**src/rtl/ps2_pkg.sv**
```systemverilog
// Shared PS/2 definitions: transmitter states, keyboard command bytes and default timing.
package ps2_pkg;

  localparam int unsigned TIMER_W  = 20;
  localparam int unsigned BITCNT_W = 4;

  localparam int unsigned DEF_INHIBIT_CYCLES = 6500;
  localparam int unsigned DEF_START_TIMEOUT  = 975000;
  localparam int unsigned DEF_XFER_TIMEOUT   = 130000;

  localparam logic [7:0] CMD_SET_LEDS = 8'hED;
  localparam logic [7:0] CMD_ENABLE   = 8'hF4;
  localparam logic [7:0] CMD_RESET    = 8'hFF;

  typedef enum logic [2:0] {
    IDLE,
    INHIBIT,
    REQ,
    SEND,
    ACK,
    WAIT_IDLE,
    OK,
    FAIL
  } ps2_state_t;

  // Latched command byte together with its odd-parity bit.
  typedef struct packed {
    logic       parity;
    logic [7:0] data;
  } ps2_frame_t;

  function automatic logic odd_parity(input logic [7:0] d);
    return ~^d;
  endfunction

endpackage

```
**src/rtl/ps2_host_tx_if.sv**
```systemverilog
// Command handshake and status between a requester and the PS/2 host transmitter.
interface ps2_host_tx_if;
  logic       tx_valid;
  logic [7:0] tx_data;
  logic       tx_ready;
  logic       busy;
  logic       done;
  logic       error;

  modport master (
    output tx_valid, tx_data,
    input  tx_ready, busy, done, error
  );

  modport slave (
    input  tx_valid, tx_data,
    output tx_ready, busy, done, error
  );
endinterface

```
**src/rtl/ps2_line_sync.sv**
```systemverilog
// Three-flop synchronisers for the raw PS/2 pins plus clock falling-edge detect.
module ps2_line_sync (
  input  logic clock_65mhz,
  input  logic reset_n,
  input  logic ps2_clock_in,
  input  logic ps2_data_in,
  output logic clock_level,
  output logic data_level,
  output logic clock_fall_c
);

  logic [2:0] clock_sync;
  logic [2:0] data_sync;

  // Idle PS/2 lines are high, so reset the chains to 1 to avoid a spurious fall.
  always_ff @(posedge clock_65mhz or negedge reset_n) begin
    if (!reset_n) begin
      clock_sync <= 3'b111;
      data_sync  <= 3'b111;
    end else begin
      clock_sync <= {clock_sync[1:0], ps2_clock_in};
      data_sync  <= {data_sync[1:0], ps2_data_in};
    end
  end

  assign clock_level  = clock_sync[1];
  assign data_level   = data_sync[1];
  assign clock_fall_c = clock_sync[2] & ~clock_sync[1];

endmodule

```
**src/rtl/ps2_host_tx.sv**
```systemverilog
// PS/2 host-to-device command transmitter driving open-collector clock/data enables.
module ps2_host_tx
  import ps2_pkg::*;
#(
  parameter int unsigned INHIBIT_CYCLES = DEF_INHIBIT_CYCLES,
  parameter int unsigned START_TIMEOUT  = DEF_START_TIMEOUT,
  parameter int unsigned XFER_TIMEOUT   = DEF_XFER_TIMEOUT
) (
  input  logic          clock_65mhz,
  input  logic          reset_n,
  ps2_host_tx_if.slave  tx,
  input  logic          ps2_clock_in,
  input  logic          ps2_data_in,
  output logic          ps2_clock_oe,
  output logic          ps2_data_oe
);

  ps2_state_t            state_q, state_d;
  ps2_frame_t            frame_q, frame_d;
  logic [BITCNT_W-1:0]   bitcnt_q, bitcnt_d;
  logic [TIMER_W-1:0]    timer_q, timer_d, timer_inc;
  logic                  clock_oe_q, clock_oe_d;
  logic                  data_oe_q, data_oe_d;
  logic                  tx_ready_q, busy_q, done_q, error_q;

  logic                  clock_level, data_level, clock_fall;

  ps2_line_sync u_sync (
    .clock_65mhz  (clock_65mhz),
    .reset_n      (reset_n),
    .ps2_clock_in (ps2_clock_in),
    .ps2_data_in  (ps2_data_in),
    .clock_level  (clock_level),
    .data_level   (data_level),
    .clock_fall_c (clock_fall)
  );

  // Saturating increment so a stuck line can never wrap the timer back under a limit.
  assign timer_inc = (&timer_q) ? timer_q : timer_q + TIMER_W'(1);

  always_comb begin
    state_d    = state_q;
    frame_d    = frame_q;
    bitcnt_d   = bitcnt_q;
    timer_d    = timer_inc;
    data_oe_d  = data_oe_q;
    clock_oe_d = 1'b0;

    case (state_q)
      IDLE: begin
        timer_d   = '0;
        bitcnt_d  = '0;
        data_oe_d = 1'b0;
        if (tx.tx_valid && tx_ready_q) begin
          frame_d = '{parity: odd_parity(tx.tx_data), data: tx.tx_data};
          state_d = INHIBIT;
        end
      end

      INHIBIT: begin
        if (timer_q >= TIMER_W'(INHIBIT_CYCLES - 1)) begin
          state_d   = REQ;
          timer_d   = '0;
          data_oe_d = 1'b1;
        end
      end

      REQ: begin
        if (clock_fall) begin
          data_oe_d = ~frame_q.data[0];
          bitcnt_d  = BITCNT_W'(1);
          timer_d   = '0;
          state_d   = SEND;
        end else if (timer_q >= TIMER_W'(START_TIMEOUT)) begin
          state_d = FAIL;
        end
      end

      SEND: begin
        if (timer_q >= TIMER_W'(XFER_TIMEOUT)) begin
          state_d = FAIL;
        end else if (clock_fall) begin
          if (bitcnt_q < BITCNT_W'(8)) begin
            data_oe_d = ~frame_q.data[bitcnt_q[2:0]];
            bitcnt_d  = bitcnt_q + BITCNT_W'(1);
          end else if (bitcnt_q == BITCNT_W'(8)) begin
            data_oe_d = ~frame_q.parity;
            bitcnt_d  = BITCNT_W'(9);
          end else begin
            data_oe_d = 1'b0;
            state_d   = ACK;
          end
        end
      end

      ACK: begin
        if (timer_q >= TIMER_W'(XFER_TIMEOUT)) begin
          state_d = FAIL;
        end else if (clock_fall) begin
          state_d = data_level ? FAIL : WAIT_IDLE;
        end
      end

      WAIT_IDLE: begin
        if (timer_q >= TIMER_W'(XFER_TIMEOUT)) begin
          state_d = FAIL;
        end else if (clock_level && data_level) begin
          state_d = OK;
        end
      end

      OK:      state_d = IDLE;
      FAIL:    state_d = IDLE;
      default: state_d = IDLE;
    endcase

    // Line enables follow the next state so they line up with it cycle-for-cycle.
    clock_oe_d = (state_d == INHIBIT);
    if (state_d == FAIL || state_d == IDLE) begin
      data_oe_d = 1'b0;
    end
  end

  always_ff @(posedge clock_65mhz or negedge reset_n) begin
    if (!reset_n) begin
      state_q    <= IDLE;
      frame_q    <= '0;
      bitcnt_q   <= '0;
      timer_q    <= '0;
      clock_oe_q <= 1'b0;
      data_oe_q  <= 1'b0;
      tx_ready_q <= 1'b1;
      busy_q     <= 1'b0;
      done_q     <= 1'b0;
      error_q    <= 1'b0;
    end else begin
      state_q    <= state_d;
      frame_q    <= frame_d;
      bitcnt_q   <= bitcnt_d;
      timer_q    <= timer_d;
      clock_oe_q <= clock_oe_d;
      data_oe_q  <= data_oe_d;
      tx_ready_q <= (state_d == IDLE);
      busy_q     <= (state_d != IDLE);
      done_q     <= (state_d == OK);
      error_q    <= (state_d == FAIL);
    end
  end

  assign ps2_clock_oe = clock_oe_q;
  assign ps2_data_oe  = data_oe_q;
  assign tx.tx_ready  = tx_ready_q;
  assign tx.busy      = busy_q;
  assign tx.done      = done_q;
  assign tx.error     = error_q;

endmodule

```
**src/flat_wrapper.sv**
```systemverilog
// flat-port wrapper written by rule: the top's interface ports become plain ports
module ps2_host_tx_flat import ps2_pkg::*;
#(
  parameter int unsigned INHIBIT_CYCLES = DEF_INHIBIT_CYCLES,
  parameter int unsigned START_TIMEOUT  = DEF_START_TIMEOUT,
  parameter int unsigned XFER_TIMEOUT   = DEF_XFER_TIMEOUT
)
  (clock_65mhz, reset_n, ps2_clock_in, ps2_data_in, ps2_clock_oe, ps2_data_oe, tx_tx_valid, tx_tx_data, tx_tx_ready, tx_busy, tx_done, tx_error);
  ps2_host_tx_if tx_i ();
  input  logic clock_65mhz;
  input  logic reset_n;
  input  logic ps2_clock_in;
  input  logic ps2_data_in;
  output logic ps2_clock_oe;
  output logic ps2_data_oe;
  input wire logic [$bits(tx_i.tx_valid)-1:0] tx_tx_valid;
  input wire logic [$bits(tx_i.tx_data)-1:0] tx_tx_data;
  output wire logic [$bits(tx_i.tx_ready)-1:0] tx_tx_ready;
  output wire logic [$bits(tx_i.busy)-1:0] tx_busy;
  output wire logic [$bits(tx_i.done)-1:0] tx_done;
  output wire logic [$bits(tx_i.error)-1:0] tx_error;
  assign tx_i.tx_valid = tx_tx_valid;
  assign tx_i.tx_data = tx_tx_data;
  assign tx_tx_ready = tx_i.tx_ready;
  assign tx_busy = tx_i.busy;
  assign tx_done = tx_i.done;
  assign tx_error = tx_i.error;
  ps2_host_tx #(.INHIBIT_CYCLES(INHIBIT_CYCLES), .START_TIMEOUT(START_TIMEOUT), .XFER_TIMEOUT(XFER_TIMEOUT)) u_core (.clock_65mhz(clock_65mhz), .reset_n(reset_n), .tx(tx_i), .ps2_clock_in(ps2_clock_in), .ps2_data_in(ps2_data_in), .ps2_clock_oe(ps2_clock_oe), .ps2_data_oe(ps2_data_oe));
endmodule
```
**config.mk**
```make
export PLATFORM = sky130hd
export DESIGN_NAME = ps2_host_tx_flat
export DESIGN_NICKNAME = d
export VERILOG_FILES = /design/src/rtl/ps2_pkg.sv /design/src/rtl/ps2_host_tx_if.sv /design/src/rtl/ps2_line_sync.sv /design/src/rtl/ps2_host_tx.sv /design/src/flat_wrapper.sv
export SDC_FILE = /design/constraint.sdc
export NUM_CORES = 1
export LEC_CHECK = 0
export BUFFER_PORTS_ARGS = -buffer_cell sky130_fd_sc_hd__buf_2
export CAP_MARGIN = 30
export CORE_MARGIN = 3
export CORE_UTILIZATION = 64
export CTS_CLUSTER_DIAMETER = 100
export DETAILED_ROUTE_END_ITERATION = 10
export PLACE_DENSITY = 0.92
export SYNTH_ARGS = -nofsm -noshare
export SYNTH_HDL_FRONTEND = slang
export SYNTH_SLANG_ARGS = --single-unit
export TNS_END_PERCENT = 10
```
**constraint.sdc**
```tcl
create_clock -name clock_65mhz -period 5.9 [get_ports clock_65mhz]
set_input_delay 0.885 -clock clock_65mhz [delete_from_list [all_inputs] [get_ports clock_65mhz]]
set_output_delay 0.885 -clock clock_65mhz [all_outputs]
set_load 0.01 [all_outputs]
```
======== Yosys cells after proc, flatten, opt, wreduce, memory -nomap -nowiden ========
Cells that the tools add are included.
Widths: inputs -> output; s select.
cells by class
  add/subtract/negate cells ............... 2
  magnitude comparators ................... 5
  equal/unequal tests ..................... 19
  muxes and demuxes ....................... 34
  bitwise logic cells ..................... 5
  reduce and logical (&&, ||, !) cells .... 14
operators with widths
  cell                   count
  $mux 20                3
  $pmux 20 s3            1
  $mux 3                 12
  $pmux 3 s7             1
  $add 20x1->20 const B  1
  $ge 20x13->1 const B   1
  $ge 20x17->1 const B   1
  $ge 20x20->1 const B   1
  $mux 4                 5
  $reduce_and 20->1      1
  $eq 3x3->1 const B     6
  $ne 3x1->1 const B     4
  $pmux 4 s3             1
  $reduce_and 5->1       2
  $mux 1                 8
  $reduce_xnor 8->1      1
  $eq 3x1->1 const B     2
  $eq 3x2->1 const B     2
  $logic_not 3->1        2
  $reduce_bool 3->1      2
  $reduce_bool 5->1      1
  $add 4x1->4 const B    1
  $eq 4x4->1 const B     1
  $lt 3x4->1 const B     1
  other kinds (13)       18
word-level totals
  flip-flop bits (word level) ............. 47
  output and inout bits ................... 6
  logic and storage cells ................. 92

======== Depth between registers and ports, before layout ========
Gate-level depths: netlist of the first run.
  depth after elaboration ................. 10
  depth in mapped cells ................... 8
  depth with buffers taken out ............ 8

======== Modules after synthesis ========
A second synthesis of the first run with hierarchy kept.
second synthesis, totals
  cell total of the unflattened synthesis .. 264
  area, all modules ....................... 2576.2 sq um
modules (own cells, without submodules)
  module         instances  cells an instance  area an instance (sq um)  sequential area each (sq um)
  ps2_host_tx    1          258                2431.1                    1052.3
  ps2_line_sync  1          6                  145.1                     131.4

======== Worst setup path before layout of the first run ========
Ideal clock, no wire load.
  path kind ............................... input-to-reg
  from .................................... input tx_tx_valid
  to ...................................... register u_core.data_oe_q (netlist: u_core.ps2_data_oe)
  library setup time ...................... 0.120 ns
  arrival time ............................ 2.212 ns
  data required time ...................... 5.780 ns
  slack ................................... 3.568 ns
  cell stages on the path ................. 6
  buffers on the path ..................... 0
  cells stage by stage .................... nand2_1 nor4_2 a211o_1 a2111oi_4 and2_1 o211a_1
on the way
  word-level cells in the longest chain between the ends .. 7
ends and longest elaborated chain
  item                                                RTL line            text
  start, declared                                     flat_wrapper.sv:16  input wire logic [$bits(tx_i.tx_valid)-1:0] tx_tx_valid;
  $logic_and 1x1->1 (*)                               ps2_host_tx.sv:54   if (tx.tx_valid && tx_ready_q) begin
  $mux 3 (*)                                          ps2_host_tx.sv:54
  $pmux 3 s7 (*)                                      ps2_host_tx.sv:49   case (state_q)
  $eq 3x3->1 or $logic_not 3->1 (tied branches)       ps2_host_tx.sv:119  if (state_d == FAIL || state_d == IDLE) begin
  $logic_or 1x1->1 (*)                                ps2_host_tx.sv:119
  $ne 3x1->1 (no line), or another cell as far along  n/a
  $reduce_and 5->1 (no line)                          n/a
  end signal, assigned                                ps2_host_tx.sv:142  data_oe_q <= data_oe_d;
  end, declared                                       ps2_host_tx.sv:23   logic data_oe_q, data_oe_d;
Mark *: on every way between the ends. The rest lies on a longest branch, timed or not.
A chain may end at the register's enable or synchronous reset.

======== Worst setup path in the final report of the first run ========
  from .................................... register u_core.timer_q[10]
  to ...................................... register u_core.data_oe_q (netlist: u_core.ps2_data_oe)
on the way
  word-level cells in the longest chain between the ends .. 8
ends and longest elaborated chain
  item                                                RTL line            text
  start, declared                                     ps2_host_tx.sv:21   logic [TIMER_W-1:0] timer_q, timer_d, timer_inc;
  start signal, assigned                              ps2_host_tx.sv:140  timer_q <= timer_d;
  $ge 20x20->1                                        ps2_host_tx.sv:74   end else if (timer_q >= TIMER_W'(START_TIMEOUT)) begin
  $mux 3                                              ps2_host_tx.sv:74
  $mux 3                                              ps2_host_tx.sv:69   if (clock_fall) begin
  $pmux 3 s7 (*)                                      ps2_host_tx.sv:49
  net u_core.state_d[2]                               ps2_host_tx.sv:18   ps2_state_t state_q, state_d;
  $eq 3x3->1 or $logic_not 3->1 (tied branches)       ps2_host_tx.sv:119
  $logic_or 1x1->1 (*)                                ps2_host_tx.sv:119
  $ne 3x1->1 (no line), or another cell as far along  n/a
  $reduce_and 5->1 (no line)                          n/a
Mark *: on every way through the listed nets, which the timed path passes. The rest lies on a longest branch.

==> metrics.yaml, run 1 <==
post-synth-top-area-fraction_pct: 39.50
power.density_mw_per_mm2: 189.1
yosysSeqAreaShare_pct: 45.57
routedLengthMet1_um: 2246
result_of_the_run: "finished, final reports clean"
drtIter0Drc: 344
final_net_count: 284
dominantRegCellSynth: "sky130_fd_sc_hd__dfrtp_1"
power.leakage_nw: 1.222
syn_avg_cell_area_um2: 10.52
final.min_clock_period_ps: 2347
met2_wirelength_um: 2500
cts.reportedPaths.clkPinSlew_ps: 90
timing.critical_path.fanout_max: 7
initial_utilization_pct: 68.38
first_pass_iters: 5
worst_pin_slew_ps: 506.4
worst-endpoint-required_ps: 6100
share_of_the_cycle_needed_by_the_critical_path_after_routing_pct: 39.78
synthDistinctLibCells: 58
global_route_wire_length_before_repair_um: 8818
synth_nets: 263
end_kind: "register"
gpl.final_weighted_congestion: 0.9520
ys_seq_elements: 47
core.rowCount: 22
io-pin-count: 19
synth-edff-count: 0
maxSlewHeadroom_pct: 66.24
yosys-top-cells-area: "sky130_fd_sc_hd__dfrtp_1 (39%), sky130_fd_sc_hd__xnor2_1 (6.4%), sky130_fd_sc_hd__dfstp_2 (6.1%), sky130_fd_sc_hd__mux2_2 (4.8%), sky130_fd_sc_hd__nor2_1 (3.9%)"
routed_wl_um: 5201
fill_cells: 264
routed_via_count_divided_by_cell_count: 6.423
cp_data_arrival_time_ps: 2550
num_antenna_cells: 0
drv_cap: 0
final_max_slew_viol_count: 0
synthesis.instances: 247
cts_repair_resize_count: 0
tritoncts.num_buffers: 5
highest_layer: "met4"
stdcell_area_mm2: 0.002829
vdd_drop_max_mv: 0.2031
ys_warn_count: 0
synth.largest_area_cell: "sky130_fd_sc_hd__dfrtp_1"
dpl_cell_area_mm2: 0.002749
hold_depth: 0
areaGrowthSynthToFinish_pct: 8.911
grt_max_degree: 30
holdBufCountCts: 0
dieWidth_um: 69.71
cts_tree: "yes"
clk_root_buffer_cell: "sky130_fd_sc_hd__clkbuf_8"
die_y_extent_um: 69.71
timing_worst_setup_path_type: "reg -> reg"
wl_per_cell_um: 16.41
start_kind: "register"
htreeDepth: 2
design.die.area_mm2: 0.004859
cts_buffer_depth: 2
fmaxAchievable_mhz: 426.1
clock_sink_count: 47
ys_async_sr_fraction_pct: 100.0
placeableCoreArea_mm2: 0.003799
final.setup_skew_ps: 16.29
synth_area_mm2: 0.002597
drc: 0
vias_in_the_first_global_route: 1928
postRouteAntennaNets: 0
setup_tns_ps: 0
final-hold-violation-count: 0
grt-ovfl-total: 0
grt_util_all_layers_pct: 22.44
unrepaired_setup_endpoints_after_global_routing: "false"
setup_viol: 0
min-delay-path-class: "reg -> reg"
worst-r2r-cell-count: 6
clock_insertion_delay_worst_skew_ps: 300
buffer_ports.inserted: 18
dp_hpwl_um: 3780
wl_met3_um: 353
post-cts-setup-buffers: 0
drive_above_1_share_pct: 21.56
grt_antenna_before_repair: 0
routed-via-count: 2036
placed cells by master (no fill, tap or decap), types with 7 or more instances in the layout:
master	count
sky130_fd_sc_hd__nor2b_1	7
sky130_fd_sc_hd__xnor2_1	19
sky130_fd_sc_hd__buf_2	18
sky130_fd_sc_hd__a21oi_1	9
sky130_fd_sc_hd__o21ai_0	7
sky130_fd_sc_hd__nor2_1	27
sky130_fd_sc_hd__inv_1	8
sky130_fd_sc_hd__nand2_1	10
sky130_fd_sc_hd__nand3_1	7
sky130_fd_sc_hd__dfrtp_1	41
sky130_fd_sc_hd__mux2_2	11
sky130_fd_sc_hd__nor3_1	11
worst max-delay path, stage by stage, from the launching register on:
cell and delay (ps):
sky130_fd_sc_hd__dfrtp_1 470, sky130_fd_sc_hd__or4_4 560, sky130_fd_sc_hd__a2111oi_4 350, sky130_fd_sc_hd__nor4b_2 130, sky130_fd_sc_hd__a221o_1 360, sky130_fd_sc_hd__nand4bb_4 250, sky130_fd_sc_hd__o211a_1 130
cell usage after synthesis, types with 4 or more instances:
cell type                   n
sky130_fd_sc_hd__clkbuf_1   6
sky130_fd_sc_hd__dfstp_2    6
sky130_fd_sc_hd__mux2_2    11
sky130_fd_sc_hd__nor2_1    27
sky130_fd_sc_hd__nand3_1    7
sky130_fd_sc_hd__o21ai_0    8
sky130_fd_sc_hd__nor2b_1    7
sky130_fd_sc_hd__nand2_1   10
sky130_fd_sc_hd__or3_1      4
sky130_fd_sc_hd__nor4_1     6
sky130_fd_sc_hd__a21oi_1    9
sky130_fd_sc_hd__nor3_1    11
sky130_fd_sc_hd__dfrtp_1   41
sky130_fd_sc_hd__inv_1      8
sky130_fd_sc_hd__xnor2_1   19
through the flow:
step	hold slack (ps)	utilization (%)	cells	total power [W]	setup WS (ps)
6_report	352.7	74.47	317	0.0005350	3553
5_1_grt	351.1	74.47	317	0.0005548	3457
4_1_cts	358.6	74.47	317	0.0005374	3555
3_5_place_dp	353.5	72.37	309	0.0003561	3562
3_3_place_gp	346.4	71.64	307	0.0003532	3216
2_1_floorplan	345.2	-	247	0.0003414	3568
state kept, by name (all words and copies together), names as in the netlist:
name and flops:
u_core.bitcnt_q 4, u_core.frame_q 9, u_core.ps2_clock_oe 1, u_core.ps2_data_oe 1
u_core.state_q 3, u_core.timer_q 20, u_core.tx.busy 1, u_core.tx.done 1
u_core.tx.error 1, u_core.tx.tx_ready 1, u_core.u_sync.clock_sync 3, u_core.u_sync.data_sync 2
cell families after synthesis:
group,after synthesis,share of synthesized area (%)
compound gates,49,14.88
fa+ha+maj,3,1.445
buf+inv,17,2.890
xor+xnor,20,6.744
flops,47,45.57
mux,15,7.274
simple gates,96,21.19
layer usage:
layer / GRT usage [%] / vias to the layer above
li1: - / 953
met1: 30.48 / 976
met2: 35.49 / 95
met3: 5.507 / 12
met4: 7.447 / 0
met5: 0 / -
power by group:
group          internal (W)  switching [W]
registers          0.000325     0.00000139
clock network     0.0000843       0.000101
logic             0.0000102      0.0000129
worst paths after layout:
kind,endpoint,slack [ps],start
max,u_core.ps2_data_oe,3550,u_core.timer_q[10]
min,u_core.u_sync.clock_sync[1],350,u_core.u_sync.clock_sync[0]
max reg2reg,u_core.ps2_data_oe,3550,u_core.timer_q[10]
min reg2reg,u_core.u_sync.clock_sync[1],350,u_core.u_sync.clock_sync[0]
max in group asynchronous,u_core.u_sync.clock_sync[2],4800,reset_n
min in group asynchronous,u_core.tx.busy,520,reset_n
area by class of cell:
type,count,area (um2),area share (%)
timing repair buffer,22,132.6,4.688
clock buffer,8,80.08,2.831
tap,48,60.06,2.123
multi-input combinational,183,1339,47.32
sequential,47,1184,41.84
inverter,9,33.78,1.194
No activity file was read; power rests on OpenSTA's default activity.
==> run 2, diff against run 1 <==
- CORE_UTILIZATION: 64 -> 60
- PLACE_DENSITY: 0.92 -> 0.87
- clock period: 5.9 -> 2.2 ns (I/O delays scaled with it)
==> run 2 against run 1 <==
The flow now finishes with violations (setup timing). Routed wire length increased by 12%. First-iteration DRC count is 51% lower. Clock skew decreased by 11 ps. Non-clock buffer count grew 26. Sequential power grew to 2.7 times the previous value. Clock power grew to 3.0 times the previous value. Critical endpoint is now u_core.timer_q[17]. Largest power group unchanged. Highest routed layer unchanged.
==> metrics.yaml, run 2 (synthesized netlist as in run 1, its figures left out) <==
highest_layer: "met4"
routedLengthMet1_um: 2516  # +12%
min-delay-path-class: "in -> async"
vias_in_the_first_global_route: 2019  # +4.7%
worst-r2r-cell-count: 7  # +1
clk_root_buffer_cell: "sky130_fd_sc_hd__clkbuf_8"
postLayoutSetupSlackWorst_ps: -63.28  # -3616 ps
final_max_slew_viol_count: 0  # unchanged
timing.critical_path.fanout_max: 20  # +13
cp.buffers_inverters: 2  # +2
critical_path.reg2reg.startpoint: "u_core.timer_q[4]"
cts_tree: "yes"
gpl.final_weighted_congestion: 0.9755  # +2.5%
fmaxAchievable_mhz: 441.8  # +3.7%
final.min_clock_period_ps: 2263  # -83.70 ps
wl_per_cell_um: 16.90  # +3.0%
routed-via-count: 2108  # +3.5%
buffer_ports.inserted: 18  # unchanged
result_of_the_run: "finished, violations left"
cts_buffer_depth: 2  # unchanged
design.die.area_mm2: 0.005155  # +6.1%
vdd_drop_max_mv: 0.4846  # +140%
placeableCoreArea_mm2: 0.004086  # +7.6%
initial_utilization_pct: 63.56  # -4.8 points
die_y_extent_um: 71.80  # +3.0%
first_pass_iters: 4  # -1
cts.reportedPaths.clkPinSlew_ps: 80  # about the same
end_kind: "register"
grt-ovfl-total: 0  # unchanged
drv_cap: 0  # unchanged
drtIter0Drc: 167  # -51%
timing.critical_path.cells: "or4_4 -> o2111a_1 -> o211ai_1 -> buf_4 -> o21ai_2 -> buf_12 -> o21ba_4"
areaGrowthSynthToFinish_pct: 19.65
maxSlewHeadroom_pct: 50.05  # -16 points
largest_register: "u_core.timer_q"
htreeDepth: 2  # unchanged
num_antenna_cells: 0  # unchanged
met2_wirelength_um: 2933  # +17%
worst-endpoint-required_ps: 2440  # -3660 ps
critical_path_s_top_delay_family: "compound AO/OA/AOI/OAI gates"
setup_tns_ps: -211.1  # -211.1 ps
leading_cell_type_in_the_layout_fill_and_taps_excluded: "sky130_fd_sc_hd__dfrtp_1"
timing_worst_setup_path_type: "reg -> reg"
worstReg2RegEnd: "u_core.timer_q[17]"
start_kind: "register"
dieWidth_um: 71.80  # +3.0%
power.leakage_nw: 1.395  # +14%
fill_cells: 278  # +5.3%
global_route_wire_length_before_repair_um: 9535  # +8.1%
wl_met3_um: 294  # -17%
reg2reg_slack_ps: -60  # -3620 ps
tritoncts.num_buffers: 5  # unchanged
dp_hpwl_um: 4239  # +12%
final.setup_skew_ps: 5.178  # -11.11 ps
largest_register_ff_count: 20  # unchanged
drc: 0  # unchanged
unrepaired_setup_endpoints_after_global_routing: "true"
clock_insertion_delay_worst_skew_ps: 300  # about the same
io-pin-count: 19  # unchanged
power.density_mw_per_mm2: 481.7  # +150%
drive_above_1_share_pct: 33.56  # +12 points
grt_antenna_before_repair: 0  # unchanged
crit_path_to: "u_core.timer_q[17]"
most_used_cells_in_the_layout_excluding_fill_and_tap_cells: "sky130_fd_sc_hd__dfrtp_1 (40), sky130_fd_sc_hd__buf_4 (29), sky130_fd_sc_hd__nor2_1 (25)"
stdcell_area_mm2: 0.003108  # +9.9%
dpl_cell_area_mm2: 0.002940  # +7.0%
share_of_the_cycle_needed_by_the_critical_path_after_routing_pct: 102.9  # +63 points
routed_wl_um: 5829  # +12%
setup_viol: 5  # +5
registers_with_the_highest_flip_flop_counts: "u_core.timer_q: 20 flops, u_core.frame_q: 9 flops, u_core.bitcnt_q: 4 flops"
final-hold-violation-count: 0  # unchanged
violations: "setup timing"
cell_with_the_largest_stage_delay_on_the_worst_path: "sky130_fd_sc_hd__or4_4"
max_stage_delay_ps: 550  # about the same
routed_via_count_divided_by_cell_count: 6.110  # -4.9%
clock_sink_count: 47  # unchanged
worst_setup_path_startpoint: "u_core.timer_q[4]"
core.rowCount: 23  # +4.5%
postRouteAntennaNets: 0  # unchanged
grt_util_all_layers_pct: 24.03  # +1.6 points
worst_pin_slew_ps: 749.3  # +242.8 ps
grt_max_degree: 35  # +17%
cp_num_cells: 7  # +1
final_net_count: 310  # +9.2%
cp_data_arrival_time_ps: 2500  # -50 ps
==> run 2: metrics by stage <==
stage / worst slack (ps) / utilization [%] / cells / hold slack [ps] / total power [W]
final: -63.28 / 76.06 / 345 / 89.14 / 0.001497
after global routing: -129.0 / 76.06 / 345 / 109.6 / 0.001551
after CTS: 5.748 / 74.46 / 343 / 106.9 / 0.001506
after detailed placement: -6.502 / 71.95 / 335 / 346.9 / 0.0009515
after global placement: 70.53 / 71.95 / 335 / 346.0 / 0.0009495
after floorplan: 66.41 / - / 247 / 34.41 / 0.0009154
==> run 2: worst min path at each step <==
| stage | end |
|---|---|
| 2_1_floorplan | u_core.bitcnt_q[0] |
| 3_3_place_gp | u_core.u_sync.clock_sync[1] |
| 3_5_place_dp | u_core.u_sync.clock_sync[1] |
| 4_1_cts | u_core.tx.busy |
| 5_1_grt | u_core.u_sync.clock_sync[0] |
| 6_report | u_core.tx.busy |
==> run 2: routing by layer <==
layer / vias to the layer above / track usage, %
li1: 1007 / -
met1: 1031 / 32.33
met2: 61 / 38.57
met3: 9 / 5.891
met4: 0 / 7.307
met5: - / 0
==> run 2: report_power, final <==
part | leakage, nW | switching (W) | internal (W)
logic | 0.738 | 0.0000335 | 0.0000260
clock network | 0.0515 | 0.000277 | 0.000287
registers | 0.605 | 0.00000272 | 0.000872
==> run 2: worst register-to-register path: stages (launching register included) <==
cell,delay [ps]
sky130_fd_sc_hd__dfrtp_2,460
sky130_fd_sc_hd__or4_4,550
sky130_fd_sc_hd__o2111a_1,300
sky130_fd_sc_hd__o211ai_1,280
sky130_fd_sc_hd__buf_4,170
sky130_fd_sc_hd__o21ai_2,60
sky130_fd_sc_hd__buf_12,170
sky130_fd_sc_hd__o21ba_4,220
==> run 2: layout make-up <==
cell class / instances / area, um2 / share of cell area (%)
Sequential cell: 47 / 1185 / 38.12
Tap cell: 50 / 62.56 / 2.013
Multi-Input combinational cell: 183 / 1399 / 45.01
Inverter: 9 / 33.78 / 1.087
Timing Repair Buffer: 48 / 327.8 / 10.55
Clock buffer: 8 / 100.1 / 3.221
==> run 2: repair_timing <==
action / in CTS / in global routing
gates cloned: 0 / 0
gates resized for setup: 2 / 13
hold buffers: 0 / 0
hold endpoints to repair: 0 / 0
setup buffers: 0 / 2
setup endpoints to repair: 3 / 22
pin swaps: 1 / 6
